`config.mk`:
```
export PLATFORM = sky130hd
export DESIGN_NAME = regfile_port_sequencer_flat
export DESIGN_NICKNAME = d
export VERILOG_FILES = /design/src/rtl/regfile_pkg.sv /design/src/rtl/regfile_port_sequencer_if.sv /design/src/rtl/regfile_port_sequencer_rr_arbiter.sv /design/src/rtl/regfile_port_sequencer.sv /design/src/flat_wrapper.sv
export SDC_FILE = /design/constraint.sdc
export NUM_CORES = 1
export LEC_CHECK = 0
export CAP_MARGIN = 0
export CORE_ASPECT_RATIO = 1.75
export CORE_UTILIZATION = 30
export DETAILED_ROUTE_END_ITERATION = 6
export GPL_TIMING_DRIVEN = 1
export PLACE_DENSITY = 0.74
export SKIP_CTS_REPAIR_TIMING = 1
export SYNTH_ARGS = -nofsm -noshare
export SYNTH_HDL_FRONTEND = slang
export SYNTH_SLANG_ARGS = --single-unit
```
`constraint.sdc`:
```
create_clock -name clk -period 2.31 [get_ports clk]
set_input_delay 0.462 -clock clk [delete_from_list [all_inputs] [get_ports clk]]
set_output_delay 0.462 -clock clk [all_outputs]
set_load 0.05 [all_outputs]
```
`src/rtl/regfile_pkg.sv`:
```
// Shared constants for the data register file and its port sequencer.
package regfile_pkg;

  localparam int DATA_W   = 16;
  localparam int ADDR_W   = 5;
  localparam int NREGS    = 32;
  localparam int SP_INDEX = 29;
  localparam int SP_INIT  = 69;
  localparam int RF_W     = 16;   // width of the register file address/data pins

  // Sequencer FSM encoding
  localparam logic [1:0] ST_INIT  = 2'd0;
  localparam logic [1:0] ST_IDLE  = 2'd1;
  localparam logic [1:0] ST_ISSUE = 2'd2;
  localparam logic [1:0] ST_RESP  = 2'd3;

  // Register indices travel on 16-bit pins; upper bits are always zero.
  function automatic logic [RF_W-1:0] zext_addr(input logic [ADDR_W-1:0] a);
    return {{(RF_W-ADDR_W){1'b0}}, a};
  endfunction

endpackage

```
`src/rtl/regfile_port_sequencer_if.sv`:
```
// Requester handshake plus register file pin bundle for the port sequencer.
interface regfile_port_sequencer_if #(parameter int NREQ = 2);
  import regfile_pkg::*;

  logic [NREQ-1:0]        req_valid;
  logic [NREQ-1:0]        req_ready;
  logic [NREQ-1:0]        req_we;
  logic [NREQ*ADDR_W-1:0] req_raddr1;
  logic [NREQ*ADDR_W-1:0] req_raddr2;
  logic [NREQ*ADDR_W-1:0] req_waddr;
  logic [NREQ*DATA_W-1:0] req_wdata;
  logic [NREQ-1:0]        rsp_valid;
  logic [DATA_W-1:0]      rsp_data1;
  logic [DATA_W-1:0]      rsp_data2;

  logic                   rf_read_en;
  logic                   rf_write_en;
  logic [RF_W-1:0]        rf_raddr1;
  logic [RF_W-1:0]        rf_raddr2;
  logic [RF_W-1:0]        rf_waddr;
  logic [RF_W-1:0]        rf_wdata;
  logic [RF_W-1:0]        rf_rdata1;
  logic [RF_W-1:0]        rf_rdata2;

  // Sequencer side
  modport slave (
    input  req_valid, req_we, req_raddr1, req_raddr2, req_waddr, req_wdata,
    input  rf_rdata1, rf_rdata2,
    output req_ready, rsp_valid, rsp_data1, rsp_data2,
    output rf_read_en, rf_write_en, rf_raddr1, rf_raddr2, rf_waddr, rf_wdata
  );

  // Requesters plus register file side
  modport master (
    output req_valid, req_we, req_raddr1, req_raddr2, req_waddr, req_wdata,
    output rf_rdata1, rf_rdata2,
    input  req_ready, rsp_valid, rsp_data1, rsp_data2,
    input  rf_read_en, rf_write_en, rf_raddr1, rf_raddr2, rf_waddr, rf_wdata
  );

endinterface

```
`src/rtl/regfile_port_sequencer_rr_arbiter.sv`:
```
// Combinational round-robin arbiter: search starts one past the last grant.
module rr_arbiter #(
  parameter int NREQ = 2,
  parameter int LG_W = (NREQ > 1) ? $clog2(NREQ) : 1
) (
  input  logic [NREQ-1:0] req,
  input  logic [LG_W-1:0] last_grant,
  output logic [NREQ-1:0] grant
);

  // Walk offsets 1..NREQ from last_grant; first valid requester wins.
  always_comb begin
    logic found;
    grant = '0;
    found = 1'b0;
    for (int k = 1; k <= NREQ; k++) begin
      for (int i = 0; i < NREQ; i++) begin
        if (!found && req[i] && (i == ((int'(last_grant) + k) % NREQ))) begin
          grant[i] = 1'b1;
          found    = 1'b1;
        end
      end
    end
  end

endmodule

```
`src/rtl/regfile_port_sequencer.sv`:
```
// Register file port sequencer: post-reset clear sweep, then round-robin
// shared access, one operation per three cycles (accept, issue, respond).
module regfile_port_sequencer
  import regfile_pkg::*;
#(
  parameter int NREQ = 2
) (
  input  logic                     clk,
  input  logic                     reset,
  regfile_port_sequencer_if.slave  bus,
  output logic                     init_done
);

  localparam int LG_W = (NREQ > 1) ? $clog2(NREQ) : 1;

  logic [1:0]        state;
  logic [ADDR_W-1:0] init_ptr;
  logic [LG_W-1:0]   last_grant;
  logic [NREQ-1:0]   grant;
  logic [NREQ-1:0]   owner_q;
  logic              accept;

  logic              rf_read_en_q;
  logic              rf_write_en_q;
  logic [RF_W-1:0]   rf_raddr1_q;
  logic [RF_W-1:0]   rf_raddr2_q;
  logic [RF_W-1:0]   rf_waddr_q;
  logic [RF_W-1:0]   rf_wdata_q;
  logic [DATA_W-1:0] rsp_data1_q;
  logic [DATA_W-1:0] rsp_data2_q;

  logic              sel_we;
  logic [ADDR_W-1:0] sel_raddr1;
  logic [ADDR_W-1:0] sel_raddr2;
  logic [ADDR_W-1:0] sel_waddr;
  logic [DATA_W-1:0] sel_wdata;
  logic [LG_W-1:0]   sel_idx;

  rr_arbiter #(.NREQ(NREQ), .LG_W(LG_W)) u_arb (
    .req        (bus.req_valid),
    .last_grant (last_grant),
    .grant      (grant)
  );

  assign accept        = (state == ST_IDLE) && (|grant);
  assign bus.req_ready = (state == ST_IDLE) ? grant : '0;

  // Pull the granted requester's operation fields out of the packed buses.
  always_comb begin
    sel_we     = 1'b0;
    sel_raddr1 = '0;
    sel_raddr2 = '0;
    sel_waddr  = '0;
    sel_wdata  = '0;
    sel_idx    = '0;
    for (int i = 0; i < NREQ; i++) begin
      if (grant[i]) begin
        sel_we     = bus.req_we[i];
        sel_raddr1 = bus.req_raddr1[i*ADDR_W +: ADDR_W];
        sel_raddr2 = bus.req_raddr2[i*ADDR_W +: ADDR_W];
        sel_waddr  = bus.req_waddr[i*ADDR_W +: ADDR_W];
        sel_wdata  = bus.req_wdata[i*DATA_W +: DATA_W];
        sel_idx    = LG_W'(i);
      end
    end
  end

  // FSM and registered register-file pins; pin registers are loaded on the
  // edge entering the cycle in which they must be visible.
  always_ff @(posedge clk) begin
    if (reset) begin
      state         <= ST_INIT;
      init_ptr      <= '0;
      init_done     <= 1'b0;
      last_grant    <= LG_W'(NREQ - 1);
      owner_q       <= '0;
      rf_read_en_q  <= 1'b0;
      rf_write_en_q <= 1'b0;
      rf_raddr1_q   <= '0;
      rf_raddr2_q   <= '0;
      rf_waddr_q    <= '0;
      rf_wdata_q    <= '0;
      rsp_data1_q   <= '0;
      rsp_data2_q   <= '0;
    end else begin
      case (state)
        ST_INIT: begin
          rf_read_en_q  <= 1'b0;
          rf_write_en_q <= 1'b1;
          rf_waddr_q    <= zext_addr(init_ptr);
          rf_wdata_q    <= (init_ptr == ADDR_W'(SP_INDEX)) ? RF_W'(SP_INIT) : '0;
          init_ptr      <= init_ptr + ADDR_W'(1);
          if (init_ptr == ADDR_W'(NREGS - 1)) begin
            state     <= ST_IDLE;
            init_done <= 1'b1;
          end
        end
        ST_IDLE: begin
          rf_read_en_q  <= 1'b0;
          rf_write_en_q <= 1'b0;
          if (accept) begin
            rf_read_en_q  <= 1'b1;
            rf_write_en_q <= sel_we;
            rf_raddr1_q   <= zext_addr(sel_raddr1);
            rf_raddr2_q   <= zext_addr(sel_raddr2);
            rf_waddr_q    <= zext_addr(sel_waddr);
            rf_wdata_q    <= RF_W'(sel_wdata);
            owner_q       <= grant;
            last_grant    <= sel_idx;
            state         <= ST_ISSUE;
          end
        end
        ST_ISSUE: begin
          rf_read_en_q  <= 1'b0;
          rf_write_en_q <= 1'b0;
          state         <= ST_RESP;
        end
        default: begin
          rsp_data1_q <= DATA_W'(bus.rf_rdata1);
          rsp_data2_q <= DATA_W'(bus.rf_rdata2);
          state       <= ST_IDLE;
        end
      endcase
    end
  end

  assign bus.rf_read_en  = rf_read_en_q;
  assign bus.rf_write_en = rf_write_en_q;
  assign bus.rf_raddr1   = rf_raddr1_q;
  assign bus.rf_raddr2   = rf_raddr2_q;
  assign bus.rf_waddr    = rf_waddr_q;
  assign bus.rf_wdata    = rf_wdata_q;

  // Read data passes straight through in RESP and is held afterwards.
  assign bus.rsp_valid = (state == ST_RESP) ? owner_q : '0;
  assign bus.rsp_data1 = (state == ST_RESP) ? DATA_W'(bus.rf_rdata1) : rsp_data1_q;
  assign bus.rsp_data2 = (state == ST_RESP) ? DATA_W'(bus.rf_rdata2) : rsp_data2_q;

endmodule
```
`src/flat_wrapper.sv`:
```
// flat-port wrapper written by rule: the top's interface ports become plain ports
module regfile_port_sequencer_flat import regfile_pkg::*;
#(
  parameter int NREQ = 2
)
  (clk, reset, init_done, bus_req_valid, bus_req_we, bus_req_raddr1, bus_req_raddr2, bus_req_waddr, bus_req_wdata, bus_rf_rdata1, bus_rf_rdata2, bus_req_ready, bus_rsp_valid, bus_rsp_data1, bus_rsp_data2, bus_rf_read_en, bus_rf_write_en, bus_rf_raddr1, bus_rf_raddr2, bus_rf_waddr, bus_rf_wdata);
  regfile_port_sequencer_if #(.NREQ(NREQ)) bus_i ();
  input  logic clk;
  input  logic reset;
  output logic init_done;
  input wire logic [$bits(bus_i.req_valid)-1:0] bus_req_valid;
  input wire logic [$bits(bus_i.req_we)-1:0] bus_req_we;
  input wire logic [$bits(bus_i.req_raddr1)-1:0] bus_req_raddr1;
  input wire logic [$bits(bus_i.req_raddr2)-1:0] bus_req_raddr2;
  input wire logic [$bits(bus_i.req_waddr)-1:0] bus_req_waddr;
  input wire logic [$bits(bus_i.req_wdata)-1:0] bus_req_wdata;
  input wire logic [$bits(bus_i.rf_rdata1)-1:0] bus_rf_rdata1;
  input wire logic [$bits(bus_i.rf_rdata2)-1:0] bus_rf_rdata2;
  output wire logic [$bits(bus_i.req_ready)-1:0] bus_req_ready;
  output wire logic [$bits(bus_i.rsp_valid)-1:0] bus_rsp_valid;
  output wire logic [$bits(bus_i.rsp_data1)-1:0] bus_rsp_data1;
  output wire logic [$bits(bus_i.rsp_data2)-1:0] bus_rsp_data2;
  output wire logic [$bits(bus_i.rf_read_en)-1:0] bus_rf_read_en;
  output wire logic [$bits(bus_i.rf_write_en)-1:0] bus_rf_write_en;
  output wire logic [$bits(bus_i.rf_raddr1)-1:0] bus_rf_raddr1;
  output wire logic [$bits(bus_i.rf_raddr2)-1:0] bus_rf_raddr2;
  output wire logic [$bits(bus_i.rf_waddr)-1:0] bus_rf_waddr;
  output wire logic [$bits(bus_i.rf_wdata)-1:0] bus_rf_wdata;
  assign bus_i.req_valid = bus_req_valid;
  assign bus_i.req_we = bus_req_we;
  assign bus_i.req_raddr1 = bus_req_raddr1;
  assign bus_i.req_raddr2 = bus_req_raddr2;
  assign bus_i.req_waddr = bus_req_waddr;
  assign bus_i.req_wdata = bus_req_wdata;
  assign bus_i.rf_rdata1 = bus_rf_rdata1;
  assign bus_i.rf_rdata2 = bus_rf_rdata2;
  assign bus_req_ready = bus_i.req_ready;
  assign bus_rsp_valid = bus_i.rsp_valid;
  assign bus_rsp_data1 = bus_i.rsp_data1;
  assign bus_rsp_data2 = bus_i.rsp_data2;
  assign bus_rf_read_en = bus_i.rf_read_en;
  assign bus_rf_write_en = bus_i.rf_write_en;
  assign bus_rf_raddr1 = bus_i.rf_raddr1;
  assign bus_rf_raddr2 = bus_i.rf_raddr2;
  assign bus_rf_waddr = bus_i.rf_waddr;
  assign bus_rf_wdata = bus_i.rf_wdata;
  regfile_port_sequencer #(.NREQ(NREQ)) u_core (.clk(clk), .reset(reset), .bus(bus_i), .init_done(init_done));
endmodule
```
# After elaboration in Yosys (flattened, before gate mapping)
# Index checks and enable logic that the tools add are counted.
# op_classes
n_mux,33
bitwise_logic,2
eq_ne,9
mul,0
order_cmp,0
div_mod_pow,0
reduce_logical,24
shifts,0
addsub,3
# ops
cell,n
2-to-1 mux 16 bit,6
logical NOT 32 bit,2
case mux 16 bit (2 select lines),2
2-to-1 mux 5 bit,6
2-to-1 mux 1 bit,11
equality test 5 bit (second input constant),2
logical AND 1 bit,8
2-to-1 mux 2 bit,4
AND reduction 2 bit,4
2-to-1 mux 7 bit,1
case mux 2 bit (3 select lines),1
adder 5 x 1 -> 5 bit (second input constant),1
equality test 2 bit (first input constant),2
equality test 2 bit (second input constant),2
!= test 2 x 1 -> 1 bit (second input constant),2
nonzero test 2 bit,2
OR reduction 2 bit,2
logical NOT 1 bit,3
case mux 1 bit (3 select lines),1
nonzero test 3 bit,1
OR reduction 3 bit,1
adder 1 bit (second input constant),2
bitwise AND 1 bit (first input constant),2
equality test 2 x 1 -> 1 bit (second input constant),1
other kinds (2),2
# word_totals
latch_bits,0
out_inout_bits,103
in_bits,100
regBits,87
mem_bits_ro,0
n_memories,0
ramBits,0

# Longest topological paths before layout
# logic_depth
depth_word,21
mapped_depth,7
mapped_depth_nobuf,7

# By module
# Synthesis repeated with hierarchy kept, for this count alone.
# hier_totals
hier_cells,456
hier_area_um2,4181.5
# by_module_without_submodules
module,n_inst,cells_each,area_per_inst_um2
regfile_port_sequencer,1,453,4162.7
rr_arbiter,1,3,18.8

# Worst setup path after synthesis
# No wires, ideal clock.
# synth_path
path_type,reg2out
start,register u_core.state[0]
end,output port bus_rsp_data1[10]
arrival_ps,1484
slack_ps,364
stages_incl_launch_ff,5
n_path_buf,2
required_ps,1848
path_cell_list,dfxtp_1 > ha_1 > clkbuf_1 > buf_2 > mux2_2
# synth_between
elab_chain_cells,2
# synth_lines
element,line,text
"start, declared",regfile_port_sequencer.sv:16,logic [1:0] state;
"start signal, assigned",regfile_port_sequencer.sv:72,state <= ST_INIT;
"start signal, assigned",regfile_port_sequencer.sv:94,state <= ST_IDLE;
"start signal, assigned",regfile_port_sequencer.sv:110,state <= ST_ISSUE;
equality test 2 bit,regfile_port_sequencer.sv:136,assign bus.rsp_data1 = (state == ST_RESP) ? DATA_W'(bus.rf_rdata1) : rsp_data1_q;
2-to-1 mux 16 bit,regfile_port_sequencer.sv:136,
"end, declared",flat_wrapper.sv:21,output wire logic [$bits(bus_i.rsp_data1)-1:0] bus_rsp_data1;
# No other way between the ends.

# Worst setup path in the final report
# layout_path
start,input port bus_req_valid[1]
end,output port bus_req_ready[1]
# layout_between
elab_chain_cells,12
# layout_lines
element,line,text
"start, declared",flat_wrapper.sv:11,input wire logic [$bits(bus_i.req_valid)-1:0] bus_req_valid;
logical AND 1 bit (2 in a row),regfile_port_sequencer_rr_arbiter.sv:18,if (!found && req[i] && (i == ((int'(last_grant) + k) % NREQ))) begin
2-to-1 mux 1 bit,regfile_port_sequencer_rr_arbiter.sv:18,
logical NOT 1 bit,regfile_port_sequencer_rr_arbiter.sv:18,
logical AND 1 bit (2 in a row),regfile_port_sequencer_rr_arbiter.sv:18,
2-to-1 mux 1 bit,regfile_port_sequencer_rr_arbiter.sv:18,
logical NOT 1 bit,regfile_port_sequencer_rr_arbiter.sv:18,
logical AND 1 bit (2 in a row),regfile_port_sequencer_rr_arbiter.sv:18,
2-to-1 mux 1 bit *,regfile_port_sequencer_rr_arbiter.sv:18,
2-to-1 mux 2 bit *,regfile_port_sequencer.sv:46,assign bus.req_ready = (state == ST_IDLE) ? grant : '0;
"end, declared",flat_wrapper.sv:19,output wire logic [$bits(bus_i.req_ready)-1:0] bus_req_ready;
# Mark *: on every way between the ends. The rest lies on a longest branch, timed or not.

==> metrics.txt <==
outcome completed; top-count cell post-synth dfxtp_1; CP Launch Point bus_req_valid[1]; average size of a mapped cell 9.647 um2; Required @ worst endpoint 1850 ps; Pwr Density 809.3 mW/mm2; clock share of power 0.267; max frequency 455.1 MHz; Post-synth EDFFs 0; crit path max fanout 5; area grow syn2layout 64.25%; leakage 2.342 nW; TNS Setup 0 ps; Slowest-stage cell, CP clkdlybuf4s50_1; HPWL after detailed placement 7878 um; Synth Instances 386; Final Hold Fails 0; diode count 0; Crit Reg-Reg Startpoint u_core.state[0]; 1st-iter DRT viols 128; area of the multi-input gates 0.001943 mm2; Flop pwr share 0.328; Psw 0.001949 W; max-cap check violation count 0; Commonest cells post-synth 76 x dfxtp_1, 64 x nor2_1, 34 x buf_4, 34 x mux2i_1, 32 x mux2_2; Starting Density 0.3085; Critical Path, Cell by Cell clkdlybuf4s50_1 > a21boi_2 > nand2_1 > inv_2 > buf_12; Final Skew 5.794 ps; endpoint class of the critical path output pin; Int Pwr 0.003000 W; synth top area cells dfxtp_1 41%, mux2_2 9.7%, mux2i_1 9.1%; final worst slack 112.5 ps; Crit path arrival time 1740 ps; Least-Margin Pin Slew 824.3 ps; Detailed Routing Iterations Pass 1 4; min cycle time layout 2197 ps; top cell type's share of synthesized area 0.4086; drc violations 0; Synth async-reset ratio 0; Root Buffer Master clkbuf_16; Core Box Area 0.01207 mm2; flops & latches, synth 76; DP Worst Slack -69.37 ps; slew margin rel. 0.4484; Routed Wire Length 10190 um; CTS H-tree lvls 3; final antenna-violating net count 0; Syn Std Cell Area 0.003724 mm2; drt via density 4.589; Fill cells 1100; Clock Tree Buf Depth 2; wire per inst 14.14 um; clock sink count 76; first-pass GRT wire length 15820 um; setup violators final 0; CTS tree yes; startpoint types input port; die area 0.01288 mm2; CP Class input port to output pin; gr usage total 0.1585; Port-buffer cells 169; Peak VDD IR 364.7 uV; Comb power frac 0.406; Worst-path clk slew 60 ps; Seq/Total Area, Yosys 0.4086; Netlist cell types 38; die width 86.22 um; Slew Viols, Final 0; layout cells sized above 1 0.1978; largest net degree at the start of global routing 36; RSZ-0062 raised after global routing false; vias 3309; fin nets 660; Final period util 0.9513; CTS Buf Count 9; GR Overflow Total 0; num rows 53; Yosys warnings 0; antenna violations before repair 0; Hold Path Origin u_core.bus.rf_write_en; Clk Latency, worst-skew pair 330 ps; routability cong. 0.7653; Worst path max stage delay 570 ps; Synth area leader dfxtp_1; worst min-delay path class register to register; Sw Ratio 0.3938; IO Count 203; Die Y 149.4 um; vias in the first global route 3231; prevailing post-synth register cell dfxtp_1; sequential cell area 0.001524 mm2
[sequential cells by signal, indices dropped and copies added (netlist names)]
register,count
u_core.bus.rf_raddr1,5
u_core.bus.rf_raddr2,5
u_core.bus.rf_read_en,1
u_core.bus.rf_waddr,5
u_core.bus.rf_wdata,16
u_core.bus.rf_write_en,1
u_core.init_done,1
u_core.init_ptr,5
u_core.last_grant,1
u_core.owner_q,2
u_core.rsp_data1_q,16
u_core.rsp_data2_q,16
u_core.state,2
[worst max-delay path, delay by kind of cell]
family          cells  cell delay, ps
compound gates      1             270
simple gates        1             120
buf+inv             3             870
[cell families (layout without fill, tap and decap cells)]
family,Yosys count,in the layout,synth area share
xor gates and xnor gates,3,3,0.007058
muxes,66,66,0.1882
buffers and inverters,63,201,0.1038
DFF,76,76,0.4086
AOI/OAI and AO/OA,72,72,0.1445
and+or+nand+nor,96,96,0.1166
other,1,33,0.001007
adders and majority gates,9,9,0.03024
[area by class of cell]
class                   count  area share
repair buffers            179      0.3494
multi-input cells         279      0.3177
flip-flops and latches     76      0.2492
clock buffers               9     0.03682
well taps                 165     0.03376
clock inverters             7    0.009411
inverters                   6    0.003682
[routing by layer]
layer | GRT usage | wire [um] | up-vias
li1 | - | - | 1629
met1 | 0.1553 | 3624 | 1510
met2 | 0.3036 | 5558 | 154
met3 | 0.04040 | 756 | 16
met4 | 0.07167 | 255 | 0
met5 | 0 | 0 | -
[final timing paths]
kind / end / slack, ps / depth (start not counted)
setup / recovery: bus_req_ready[1] / 110 / 5
hold / removal: u_core.bus.rf_write_en / 480 / 2
setup reg to reg: u_core.bus.rf_wdata[11] / 330 / 6
hold reg to reg: u_core.bus.rf_write_en / 480 / 2
[per-stage QoR]
step,hold slack [ps],cells,power [W],util,instance area [um2]
after CTS,479.1,721,0.005015,0.5059,6106
after floorplan,448.2,418,0.002982,-,3844
after global placement,453.6,705,0.003624,0.4825,5823
after detailed placement,460.4,705,0.003663,0.4825,5823
after global routing,515.2,721,0.005222,0.5067,6116
final,483.9,721,0.004949,0.5067,6116
[power groups by stage]
stage               clock, W  combinational [W]  sequential [W]
floorplan                  0           0.000899         0.00208
global placement           0            0.00199         0.00164
detailed placement         0            0.00202         0.00165
CTS                  0.00137            0.00202         0.00162
global route         0.00142            0.00216         0.00165
finish               0.00132            0.00201         0.00162
[cells in the final DEF (no fill, tap or decap), types with 2 or more instances in the layout]
cell             instances
a211oi_1                20
a21oi_1                  9
a221o_1                 13
a22oi_1                  5
a32o_1                   3
and2_1                  15
buf_12                  37
buf_4                    9
clkbuf_16                9
clkdlybuf4s50_1        131
clkinvlp_4               3
conb_1                  33
dfxtp_1                 74
dfxtp_2                  2
ha_1                     6
ha_2                     3
inv_1                    3
inv_2                    3
inv_6                    3
mux2_2                  32
mux2i_1                 34
nand2_1                  7
nor2_1                  64
nor2_2                   2
o21ai_0                  5
o21ai_1                  2
o22ai_1                 10
xor2_1                   2
(Power assumes the default switching activity.)
